==> src/rtl/upstream_request_controller.sv <==
// upstream_request_controller
// Front-end of the cache write path. Incoming write requests are queued in a
// small FIFO; each one is announced to the downstream memory-update FSM with an
// ack pulse, written to memory once downstream reports busy, and closed with a
// memwr pulse. A transaction whose downstream never goes busy is aborted after
// TIMEOUT cycles and flagged in the sticky err_timeout bit.
module upstream_request_controller #(
   parameter int ADDR_W     = 16,
   parameter int DATA_W     = 32,
   parameter int FIFO_DEPTH = 4,
   parameter int TIMEOUT    = 255
) (
   input  logic                          clk,
   input  logic                          rst_n,
   input  logic                          req_valid,
   output logic                          req_ready,
   input  logic [ADDR_W-1:0]             req_addr,
   input  logic [DATA_W-1:0]             req_data,
   output logic                          ack,
   input  logic                          ds_busy,
   output logic                          mem_wr_en,
   output logic [ADDR_W-1:0]             mem_addr,
   output logic [DATA_W-1:0]             mem_wdata,
   input  logic                          mem_gnt,
   output logic                          memwr,
   output logic [$clog2(FIFO_DEPTH):0]   fifo_count,
   output logic                          err_timeout
);

   localparam int PTR_W = $clog2(FIFO_DEPTH);
   localparam int CNT_W = PTR_W + 1;
   localparam int TMO_W = $clog2(TIMEOUT + 1);

   localparam logic [CNT_W-1:0] DEPTH_C  = CNT_W'(FIFO_DEPTH);
   localparam logic [TMO_W-1:0] TMO_LAST = TMO_W'(TIMEOUT - 1);

   typedef enum logic [2:0] {
      IDLE    = 3'd0,
      ACK     = 3'd1,
      WAIT_DS = 3'd2,
      WRITE   = 3'd3,
      DONE    = 3'd4
   } state_t;

   state_t              state;
   state_t              next_state;

   logic [ADDR_W-1:0]   fifo_addr [FIFO_DEPTH];
   logic [DATA_W-1:0]   fifo_data [FIFO_DEPTH];
   logic [PTR_W-1:0]    wr_ptr;
   logic [PTR_W-1:0]    rd_ptr;
   logic [CNT_W-1:0]    count;
   logic                ready_en;
   logic                push;
   logic                pop;

   logic [TMO_W-1:0]    tmo_cnt;
   logic                tmo_hit;
   logic                tmo_clr;
   logic                tmo_inc;
   logic                set_err;
   logic                illegal;

   // ready_en keeps req_ready low while in reset and for the first edge after it
   assign req_ready  = ready_en && (count < DEPTH_C);
   assign push       = req_valid && req_ready;
   assign fifo_count = count;
   assign tmo_hit    = (tmo_cnt == TMO_LAST);

   // State register
   always_ff @(posedge clk or negedge rst_n) begin
      if (!rst_n) begin
         state <= IDLE;
      end else begin
         state <= next_state;
      end
   end

   // Next-state logic and state-decoded outputs; a pop happens only when leaving IDLE
   always_comb begin
      next_state = state;
      pop        = 1'b0;
      tmo_clr    = 1'b0;
      tmo_inc    = 1'b0;
      set_err    = 1'b0;
      illegal    = 1'b0;
      ack        = 1'b0;
      memwr      = 1'b0;
      mem_wr_en  = 1'b0;
      case (state)
         IDLE: begin
            if ((count != '0) && !ds_busy) begin
               next_state = ACK;
               pop        = 1'b1;
            end
         end
         ACK: begin
            ack        = 1'b1;
            tmo_clr    = 1'b1;
            next_state = WAIT_DS;
         end
         WAIT_DS: begin
            if (ds_busy) begin
               next_state = WRITE;
            end else if (tmo_hit) begin
               set_err    = 1'b1;
               next_state = IDLE;
            end else begin
               tmo_inc = 1'b1;
            end
         end
         WRITE: begin
            mem_wr_en = 1'b1;
            if (mem_gnt) begin
               next_state = DONE;
            end
         end
         DONE: begin
            memwr      = 1'b1;
            next_state = IDLE;
         end
         default: begin
            illegal    = 1'b1;
            next_state = IDLE;
         end
      endcase
   end

   // FIFO pointers and occupancy; pointers wrap naturally since depth is a power of 2
   always_ff @(posedge clk or negedge rst_n) begin
      if (!rst_n) begin
         wr_ptr   <= '0;
         rd_ptr   <= '0;
         count    <= '0;
         ready_en <= 1'b0;
      end else begin
         ready_en <= 1'b1;
         if (push) begin
            wr_ptr <= wr_ptr + PTR_W'(1);
         end
         if (pop) begin
            rd_ptr <= rd_ptr + PTR_W'(1);
         end
         case ({push, pop})
            2'b10:   count <= count + CNT_W'(1);
            2'b01:   count <= count - CNT_W'(1);
            default: count <= count;
         endcase
      end
   end

   // FIFO storage; contents need no reset because occupancy gates every read
   always_ff @(posedge clk) begin
      if (push) begin
         fifo_addr[wr_ptr] <= req_addr;
         fifo_data[wr_ptr] <= req_data;
      end
   end

   // Transaction datapath: head entry latched on pop, wait counter, sticky abort flag
   always_ff @(posedge clk or negedge rst_n) begin
      if (!rst_n) begin
         mem_addr    <= '0;
         mem_wdata   <= '0;
         tmo_cnt     <= '0;
         err_timeout <= 1'b0;
      end else begin
         if (pop) begin
            mem_addr  <= fifo_addr[rd_ptr];
            mem_wdata <= fifo_data[rd_ptr];
         end else if (illegal) begin
            mem_addr  <= '0;
            mem_wdata <= '0;
         end
         if (tmo_clr || illegal) begin
            tmo_cnt <= '0;
         end else if (tmo_inc) begin
            tmo_cnt <= tmo_cnt + TMO_W'(1);
         end
         if (set_err) begin
            err_timeout <= 1'b1;
         end
      end
   end

endmodule

==> config.mk <==
export PLATFORM = sky130hd
export DESIGN_NAME = upstream_request_controller
export DESIGN_NICKNAME = d
export VERILOG_FILES = /design/src/rtl/upstream_request_controller.sv
export SDC_FILE = /design/constraint.sdc
export NUM_CORES = 1
export LEC_CHECK = 0
export CAP_MARGIN = 0
export CORE_AREA = 2 2 137 139
export CTS_BUF_LIST = sky130_fd_sc_hd__clkbuf_16
export DETAILED_ROUTE_END_ITERATION = 16
export DIE_AREA = 0 0 139 141
export DONT_BUFFER_PORTS = 1
export MAX_ROUTING_LAYER = met4
export PLACE_DENSITY = 0.75
export SETUP_SLACK_MARGIN = 0.4
export SYNTH_ARGS = -nofsm -noshare
export SYNTH_HDL_FRONTEND = slang
export SYNTH_SLANG_ARGS = --single-unit
==> constraint.sdc <==
create_clock -name clk -period 2.3 [get_ports clk]
set_input_delay 0.46 -clock clk [delete_from_list [all_inputs] [get_ports clk]]
set_output_delay 0.46 -clock clk [all_outputs]
set_load 0.05 [all_outputs]
==> results of run 1 <==
-- cells in the mapped netlist --
cell type	instances	share of area, %
nor2_4	1	0.11
ha_1	7	0.86
nor3_1	4	0.20
a32o_1	1	0.098
buf_6	3	0.33
buf_2	11	0.54
and2_1	2	0.12
o21ai_1	51	2.5
nand2_1	54	2.0
edfxtp_1	192	56
inv_1	8	0.29
dfrtp_1	68	17
nand2b_1	1	0.061
nor2b_1	1	0.061
mux2_1	1	0.11
nand4_2	1	0.12
inv_2	1	0.037
or4_1	1	0.073
o21a_1	1	0.073
o31ai_1	1	0.073
clkbuf_1	12	0.44
nor4b_4	1	0.23
and3_1	7	0.43
mux4_2	48	11
buf_1	1	0.037
nand3_1	4	0.20
nor4_1	1	0.061
conb_1	1	0.037
a21o_1	1	0.073
mux2i_1	51	5.0
xnor2_1	3	0.26
or3_1	1	0.061
and4_1	2	0.17
nor3b_1	1	0.073
a21oi_1	7	0.34
or3_4	1	0.11
a31o_2	1	0.086
buf_4	2	0.15
nor2_1	4	0.15
xor2_1	3	0.26
nand4_1	1	0.061
mux2_2	1	0.11
fa_1	1	0.20
o21ai_0	4	0.20
-- power by group --
group,switching [mW],internal (mW)
logic,2.04,2.22
registers,2.26,5.86
clock network,1.65,2.33
-- worst paths after layout --
path	start	endpoint	slack (ns)	cells past startpoint
worst max-delay path	state[0]	fifo_count[2]	0.25	8
worst max register to register	state[0]	fifo_count[2]	0.25	8
worst min-delay path	req_data[28]	fifo_data[2][28]	0.03	0
max in group asynchronous	rst_n	rd_ptr[0]	1.47	2
worst min register to register	tmo_cnt[4]	tmo_cnt[4]	0.56	1
min in group asynchronous	rst_n	fifo_count[2]	0.50	2
-- cell families (layout without fill, tap and decap cells) --
logic type | after synthesis | in the layout | share of synthesized area [%]
adders and majority gates | 8 | 8 | 1.05
DFF | 260 | 260 | 73.1
muxes | 101 | 101 | 15.8
AOI/OAI and AO/OA | 67 | 67 | 3.44
and+or+nand+nor | 88 | 88 | 4.27
buffers and inverters | 38 | 106 | 1.82
xor gates and xnor gates | 6 | 6 | 0.514
other | 1 | 1 | 0.0367
-- final cells by class --
type	count	area [um2]
Sequential cell	260	7480
Timing Repair Buffer	50	768
Tap cell	234	293
Clock inverter	20	134
Multi-Input combinational cell	271	2660
Inverter	9	33.8
Clock buffer	27	676
Fill cell	1236	6220
-- cells in the final DEF (no fill, tap or decap), types with 7 or more instances in the layout --
cell type,instances
clkbuf_16,30
mux2i_1,48
inv_1,16
nand2_1,54
buf_12,14
edfxtp_1,192
buf_4,21
mux4_2,48
a21oi_1,7
o21ai_1,50
dfrtp_1,63
-- metrics by stage --
step	instances	instance area, um2
6_report	871	12000
5_1_grt	871	12000
4_1_cts	859	11800
3_5_place_dp	794	10700
3_3_place_gp	794	10700
2_1_floorplan	569	10300
-- flip-flops by register name, summed over array words and instances, names as in the netlist --
register     count
fifo_addr       64
mem_wdata       32
fifo_data      128
state            3
mem_addr        16
rd_ptr           2
err_timeout      1
fifo_count       3
wr_ptr           2
tmo_cnt          8
ready_en         1
-- layer usage --
| metal | wire length (um) | track usage [%] | vias up |
|---|---|---|---|
| met5 | 0 | - | - |
| met3 | 1960 | 6.59 | 36 |
| met1 | 8470 | 26.4 | 2737 |
| met2 | 11000 | 37.1 | 197 |
| met4 | 395 | 5.16 | 0 |
| li1 | - | - | 2306 |
-- worst max-delay path: cells and delay by family (launching register included) --
family	cells	cell delay (ns)
xor+xnor	2	0.32
flops	1	0.37
buf+inv	1	0.04
simple gates	3	0.68
fa+ha+maj	2	0.55
-- what timing repair did --
item                                   CTS  global route
hold buffers                             2             0
cloned                                   4             5
endpoints found under the hold margin   68             0
pin swaps                                6             4
gates resized for setup                  9            20
setup buffers                           12             7
setup endpoints to repair                8            86
==> impl_results.html, run 1 <==
<table>
<tr><th>Metric</th><th>Value</th></tr>
<tr><th colspan="2">Status</th></tr>
<tr><td>Run status</td><td>complete, no violations</td></tr>
<tr><th colspan="2">Logic synthesis</th></tr>
<tr><td>Post-synthesis sequential element count</td><td>260</td></tr>
<tr><td>Syn Nets</td><td>between 600 and 700</td></tr>
<tr><td>Count of cell types in the netlist</td><td>between 40 and 50</td></tr>
<tr><td>Avg Inst Size Synth</td><td>18.0 um2</td></tr>
<tr><td>Share of synthesized area occupied by flip-flops and latches</td><td>about three quarters</td></tr>
<tr><td>Mapped Cells</td><td>approximately 570</td></tr>
<tr><td>Yosys warns</td><td>0</td></tr>
<tr><td>Post-synth design cell area</td><td>about 0.01 mm2</td></tr>
<tr><th colspan="2">CTS</th></tr>
<tr><td>Number of buffers created by CTS</td><td>26</td></tr>
<tr><td>CTS HTree Levels</td><td>1</td></tr>
<tr><td>CTS sink count</td><td>260</td></tr>
<tr><td>Clock slew at reported path FFs</td><td>0.06 ns</td></tr>
<tr><td>Root Buffer Master</td><td>clkbuf_16</td></tr>
<tr><td>Clock latency on the worst-skew pair</td><td>around 0.52 ns</td></tr>
<tr><td>TritonCTS clock tree</td><td>done</td></tr>
<tr><td>Max clock buf depth</td><td>3</td></tr>
<tr><th colspan="2">Critical path</th></tr>
<tr><td>Cells traversed along the worst timing path</td><td>or3_4 &gt; nor3_4 &gt; ha_2 &gt; inv_2 &gt; fa_2 &gt; xor2_1 &gt; nor2_1 &gt; xor2_1</td></tr>
<tr><td>Worst endpoint data arrival time</td><td>between 2 and 2.5 ns</td></tr>
<tr><td>Largest stage delay, worst path</td><td>roughly 0.40 ns</td></tr>
<tr><td>Required time at the worst-slack endpoint</td><td>2.74 ns</td></tr>
<tr><td>Critical path launch point type</td><td>flop</td></tr>
<tr><td>Crit path max fanout</td><td>2</td></tr>
<tr><td>Worst setup path category</td><td>reg2reg</td></tr>
<tr><td>Slowest cell on crit path</td><td>or3_4</td></tr>
<tr><td>Kind of capture point of the worst setup path</td><td>flop</td></tr>
<tr><td>Cell repeated most along the worst path</td><td>xor2_1</td></tr>
<tr><th colspan="2">Die</th></tr>
<tr><td>Die Span Y</td><td>roughly 140 um</td></tr>
<tr><td>Std cell rows</td><td>50</td></tr>
<tr><td>Area of the core</td><td>~0.018 mm2</td></tr>
<tr><td>Area of the die</td><td>between 0.015 and 0.02 mm2</td></tr>
<tr><td>Initial cell density of the core</td><td>a little under three fifths</td></tr>
<tr><td>Number of top-level pins</td><td>109</td></tr>
<tr><td>Die width</td><td>around 140 um</td></tr>
<tr><th colspan="2">Drt</th></tr>
<tr><td>Post-Route WL</td><td>21,800 um</td></tr>
<tr><td>Number of routed nets with antenna violations</td><td>0</td></tr>
<tr><td>Detail-routed net length per standard cell</td><td>between 20 and 30 um</td></tr>
<tr><td>1st-iter DRT viols</td><td>about 390</td></tr>
<tr><td>Via density per instance</td><td>roughly 6</td></tr>
<tr><td>1st-pass router iterations</td><td>5</td></tr>
<tr><td>Post-detailed-route DRC marker count</td><td>0</td></tr>
<tr><td>Via count of the routed design</td><td>5,276</td></tr>
<tr><th colspan="2">STA</th></tr>
<tr><td>Hold slack final</td><td>roughly 0.031 ns</td></tr>
<tr><td>Headroom to the max-slew limit</td><td>between 60% and 70%</td></tr>
<tr><td>Tightest Pin Transition</td><td>between 0.5 and 0.6 ns</td></tr>
<tr><td>Setup repair after global routing missed its margin</td><td>yes</td></tr>
<tr><td>Post-route clock period utilization</td><td>about nine tenths</td></tr>
<tr><td>Maximum frequency from static timing analysis</td><td>489 MHz</td></tr>
<tr><td>Max-slew violation count</td><td>0</td></tr>
<tr><td>Final total negative setup slack</td><td>0 ns</td></tr>
<tr><td>Setup-failing EPs final</td><td>0</td></tr>
<tr><td>Post-route setup slack</td><td>roughly 0.25 ns</td></tr>
<tr><td>Period minus WS final</td><td>between 2 and 2.5 ns</td></tr>
<tr><td>Final clock skew</td><td>0.0155 ns</td></tr>
<tr><td>Hold violation count in the final report</td><td>0</td></tr>
<tr><th colspan="2">Layout</th></tr>
<tr><td>Fraction of final layout cells sized beyond drive strength 1</td><td>25.4%</td></tr>
<tr><td>Area added between synthesis and finish</td><td>17.9%</td></tr>
<tr><td>Final #Nets</td><td>about 680</td></tr>
<tr><td>Final Core Density</td><td>between 60% and 70%</td></tr>
<tr><td>Ant diodes</td><td>0</td></tr>
<tr><th colspan="2">Job</th></tr>
<tr><td>Max-Cap Viols</td><td>0</td></tr>
<tr><th colspan="2">Power and ir drop</th></tr>
<tr><td>Leakage</td><td>roughly 4.2 nW</td></tr>
<tr><td>Ratio of total power to cell area</td><td>roughly 1400 mW/mm2</td></tr>
<tr><td>Total design power</td><td>16.3 mW</td></tr>
<tr><td>Max rail drop VDD</td><td>roughly 900 uV</td></tr>
<tr><th colspan="2">Global route</th></tr>
<tr><td>Maximum number of pins on one net before global-route repair</td><td>69</td></tr>
<tr><td>First-pass GRT wire length</td><td>approximately 32,000 um</td></tr>
<tr><td>Tot GR Track Use</td><td>a little over a fifth</td></tr>
<tr><td>Number of global-route vias before repair</td><td>~5,600</td></tr>
<tr><td>Total overflow reported by the global router</td><td>0</td></tr>
<tr><td>Antenna violations before repair</td><td>0</td></tr>
<tr><th colspan="2">Place</th></tr>
<tr><td>Routability-driven placement congestion ratio</td><td>about 0.75</td></tr>
<tr><td>Worst slack at placement</td><td>between 0.1 and 0.15 ns</td></tr>
<tr><td>Port buffer count</td><td>0</td></tr>
<tr><td>Placed wire-length estimate after detailed placement</td><td>approximately 11,000 um</td></tr>
<tr><th colspan="2">Worst hold path</th></tr>
<tr><td>HP Class</td><td>in2reg</td></tr>
</table>
Note: power is estimated with default switching activity, not from simulation.
==> run 2, diff against run 1 <==
CORE_AREA = 2 2 131 133   (was 2 2 137 139)
DIE_AREA = 0 0 133 135   (was 0 0 139 141)
PLACE_DENSITY = 0.78   (was 0.75)
clock period = 2.1 ns   (was 2.3 ns; I/O delays follow)
==> run 2 against run 1 <==
  * The flow now finishes with violations (negative hold slack)
  * Worst setup slack got worse by 0.16 ns
  * Count of clock-buffer cells in the layout unchanged
  * Worst hold slack got worse by 0.43 ns
  * Cell count increased by 7.6%
  * Critical path type unchanged
==> impl_results.html, run 2 (synthesis results as in run 1) <==
<table>
<tr><th>Metric</th><th>Value</th></tr>
<tr><th colspan="2">Layout</th></tr>
<tr><td>Design area</td><td>0.0129 mm2 (+7.5%)</td></tr>
<tr><td>Area added between synthesis and finish</td><td>26.7%</td></tr>
<tr><td>Most frequent cells in the layout</td><td>edfxtp_1 (192), dfrtp_1 (62), nand2_1 (53)</td></tr>
<tr><td>Number of flip-flops in the largest register</td><td>128 (unchanged)</td></tr>
<tr><td>Fraction of final layout cells sized beyond drive strength 1</td><td>28.2% (+2.8 points)</td></tr>
<tr><td>Most flop-heavy register</td><td>fifo_data</td></tr>
<tr><td>Post-Layout Cell Count</td><td>937 (+7.6%)</td></tr>
<tr><td>Largest registers in the final layout</td><td>fifo_data x128, fifo_addr x64, mem_wdata x32</td></tr>
<tr><td>Final #Nets</td><td>757 (+11%)</td></tr>
<tr><td>Most common cell after layout, fill and taps aside</td><td>edfxtp_1</td></tr>
<tr><td>Fill count</td><td>861 (-30%)</td></tr>
<tr><td>Final Core Density</td><td>78.9% (+13 points)</td></tr>
<tr><th colspan="2">STA</th></tr>
<tr><td>Setup repair after global routing missed its margin</td><td>yes</td></tr>
<tr><td>Setup-failing EPs final</td><td>0 (unchanged)</td></tr>
<tr><td>Max-slew violation count</td><td>0 (unchanged)</td></tr>
<tr><td>Maximum frequency from static timing analysis</td><td>498 MHz (+1.8%)</td></tr>
<tr><td>Final clock skew</td><td>0.00675 ns (-0.00873 ns)</td></tr>
<tr><td>Period minus WS final</td><td>2.01 ns (-0.0370 ns)</td></tr>
<tr><td>Hold slack final</td><td>-0.401 ns (-0.431 ns)</td></tr>
<tr><td>Post-route setup slack</td><td>0.0911 ns (-0.163 ns)</td></tr>
<tr><td>Post-route clock period utilization</td><td>95.7% (+6.7 points)</td></tr>
<tr><td>Headroom to the max-slew limit</td><td>59.1% (-1.5 points)</td></tr>
<tr><td>Hold violation count in the final report</td><td>68 (+68)</td></tr>
<tr><td>Tightest Pin Transition</td><td>0.614 ns (+0.0230 ns)</td></tr>
<tr><th colspan="2">CTS</th></tr>
<tr><td>Root Buffer Master</td><td>clkbuf_16</td></tr>
<tr><td>CTS HTree Levels</td><td>1 (unchanged)</td></tr>
<tr><td>Number of buffers created by CTS</td><td>27 (+3.8%)</td></tr>
<tr><td>Clock slew at reported path FFs</td><td>0.06 ns (about the same)</td></tr>
<tr><td>Max clock buf depth</td><td>3 (unchanged)</td></tr>
<tr><td>Clock latency on the worst-skew pair</td><td>0.51 ns (about the same)</td></tr>
<tr><td>TritonCTS clock tree</td><td>done</td></tr>
<tr><td>CTS sink count</td><td>260 (unchanged)</td></tr>
<tr><td>Number of hold-repair buffers added at the cts stage</td><td>48 (+46)</td></tr>
<tr><th colspan="2">Die</th></tr>
<tr><td>Die width</td><td>133 um (-4.3%)</td></tr>
<tr><td>Std cell rows</td><td>47 (-6.0%)</td></tr>
<tr><td>Area of the die</td><td>0.0180 mm2 (-8.4%)</td></tr>
<tr><td>Number of top-level pins</td><td>109 (unchanged)</td></tr>
<tr><td>Initial cell density of the core</td><td>62.3% (+6.3 points)</td></tr>
<tr><td>Die Span Y</td><td>135 um (-4.3%)</td></tr>
<tr><td>Area of the core</td><td>0.0164 mm2 (-10%)</td></tr>
<tr><th colspan="2">Worst hold path</th></tr>
<tr><td>HP Class</td><td>in2async</td></tr>
<tr><th colspan="2">Drt</th></tr>
<tr><td>Number of routed nets with antenna violations</td><td>0 (unchanged)</td></tr>
<tr><td>Detail-routed net length per standard cell</td><td>25.2 um (+0.54%)</td></tr>
<tr><td>Via density per instance</td><td>6.14 (+1.3%)</td></tr>
<tr><td>Post-Route WL</td><td>23,600 um (+8.2%)</td></tr>
<tr><td>1st-iter DRT viols</td><td>539 (+39%)</td></tr>
<tr><td>1st-pass router iterations</td><td>5 (unchanged)</td></tr>
<tr><td>Via count of the routed design</td><td>5,752 (+9.0%)</td></tr>
<tr><td>Post-detailed-route DRC marker count</td><td>0 (unchanged)</td></tr>
<tr><th colspan="2">Critical path</th></tr>
<tr><td>Critical path launch point type</td><td>flop</td></tr>
<tr><td>Slowest cell on crit path</td><td>or3_4</td></tr>
<tr><td>CP bufs+invs</td><td>5 (+4)</td></tr>
<tr><td>Cell family with the largest share of critical-path delay</td><td>buffers and inverters</td></tr>
<tr><td>Largest stage delay, worst path</td><td>0.41 ns (about the same)</td></tr>
<tr><td>Crit path max fanout</td><td>7 (+5)</td></tr>
<tr><td>Required time at the worst-slack endpoint</td><td>2.50 ns (-0.24 ns)</td></tr>
<tr><td>Worst setup path category</td><td>reg2reg</td></tr>
<tr><td>Kind of capture point of the worst setup path</td><td>flop</td></tr>
<tr><td>Worst endpoint data arrival time</td><td>2.40 ns (-0.08 ns)</td></tr>
<tr><td>Cells traversed along the worst timing path</td><td>or3_4 &gt; buf_4 &gt; nor2_4 &gt; buf_6 &gt; buf_6 &gt; buf_12 &gt; buf_12 &gt; mux2i_1 &gt; o21ai_1</td></tr>
<tr><th colspan="2">Power and ir drop</th></tr>
<tr><td>Leakage</td><td>4.63 nW (+9.7%)</td></tr>
<tr><td>Max rail drop VDD</td><td>1330 uV (+47%)</td></tr>
<tr><td>Ratio of total power to cell area</td><td>1460 mW/mm2 (+7.4%)</td></tr>
<tr><th colspan="2">Place</th></tr>
<tr><td>DP Area</td><td>0.0108 mm2 (+1.3%)</td></tr>
<tr><td>Port buffer count</td><td>0 (unchanged)</td></tr>
<tr><td>Placed wire-length estimate after detailed placement</td><td>12,200 um (+8.9%)</td></tr>
<tr><td>Worst slack at placement</td><td>-0.0190 ns (-0.123 ns)</td></tr>
<tr><td>Routability-driven placement congestion ratio</td><td>0.799 (+6.6%)</td></tr>
<tr><td>Number of cells in the design after placement</td><td>791 (-0.38%)</td></tr>
<tr><th colspan="2">Global route</th></tr>
<tr><td>First-pass GRT wire length</td><td>35,900 um (+13%)</td></tr>
<tr><td>Number of global-route vias before repair</td><td>6,163 (+9.6%)</td></tr>
<tr><td>Total overflow reported by the global router</td><td>0 (unchanged)</td></tr>
<tr><td>Maximum number of pins on one net before global-route repair</td><td>69 (unchanged)</td></tr>
<tr><td>Antenna violations before repair</td><td>0 (unchanged)</td></tr>
<tr><td>Tot GR Track Use</td><td>27.7% (+5.8 points)</td></tr>
<tr><th colspan="2">Status</th></tr>
<tr><td>Violations in the final reports</td><td>negative hold slack</td></tr>
<tr><td>Run status</td><td>finished with violations</td></tr>
<tr><th colspan="2">Job</th></tr>
<tr><td>Max-Cap Viols</td><td>0 (unchanged)</td></tr>
</table>
[run 2: layout make-up]
| class | count | area (um2) | area share, % |
|---|---|---|---|
| sequential | 260 | 7480 | 57.8 |
| multi-input combinational | 271 | 2710 | 20.9 |
| timing repair buffer | 127 | 1560 | 12.1 |
| clock buffer | 27 | 676 | 5.22 |
| tap | 220 | 275 | 2.13 |
| clock inverter | 22 | 198 | 1.53 |
| inverter | 9 | 46.3 | 0.358 |
| antenna | 1 | 2.50 | 0.0193 |
[run 2: worst paths after layout]
path                            endpoint          start  slack [ns]  cells after the start
setup / recovery           mem_wdata[14]       state[0]        0.09                      9
hold / removal             fifo_count[2]          rst_n       -0.40                      0
setup reg to reg           mem_wdata[14]       state[0]        0.09                      9
hold reg to reg            fifo_count[2]  fifo_count[2]        0.53                      1
max in group asynchronous      rd_ptr[0]          rst_n        2.39                      0
min in group clk                state[2]        mem_gnt        0.06                      1
[run 2: per-layer routing]
metal  up-vias  wire length [um]  GRT usage [%]
met3        38              1710           6.08
met1      3031              9210           35.2
met2       219             12200           46.1
met5         -                 0              -
li1       2464                 -              -
met4         0               454           7.71
[run 2: stage by stage]
| step | setup TNS (ns) | total power, mW |
|---|---|---|
| after global routing | 0 | 19.6 |
| after floorplan | -0.0107 | 11.8 |
| after CTS | 0 | 18.7 |
| after detailed placement | -0.0190 | 13.1 |
| after global placement | 0 | 12.9 |
| final | 0 | 18.9 |
[run 2: timing repair]
item / CTS / global route
setup buffers: 22 / 17
pin swaps: 10 / 10
endpoints found under the hold margin: 260 / 68
resized for setup: 38 / 14
gates cloned: 9 / 0
endpoints found under the setup margin: 57 / 132
[run 2: power breakdown]
group          internal, mW  switching, mW  total (mW)
clock network          2.81           1.85        4.66
logic                  2.85           2.46        5.30
registers              6.40           2.51        8.92
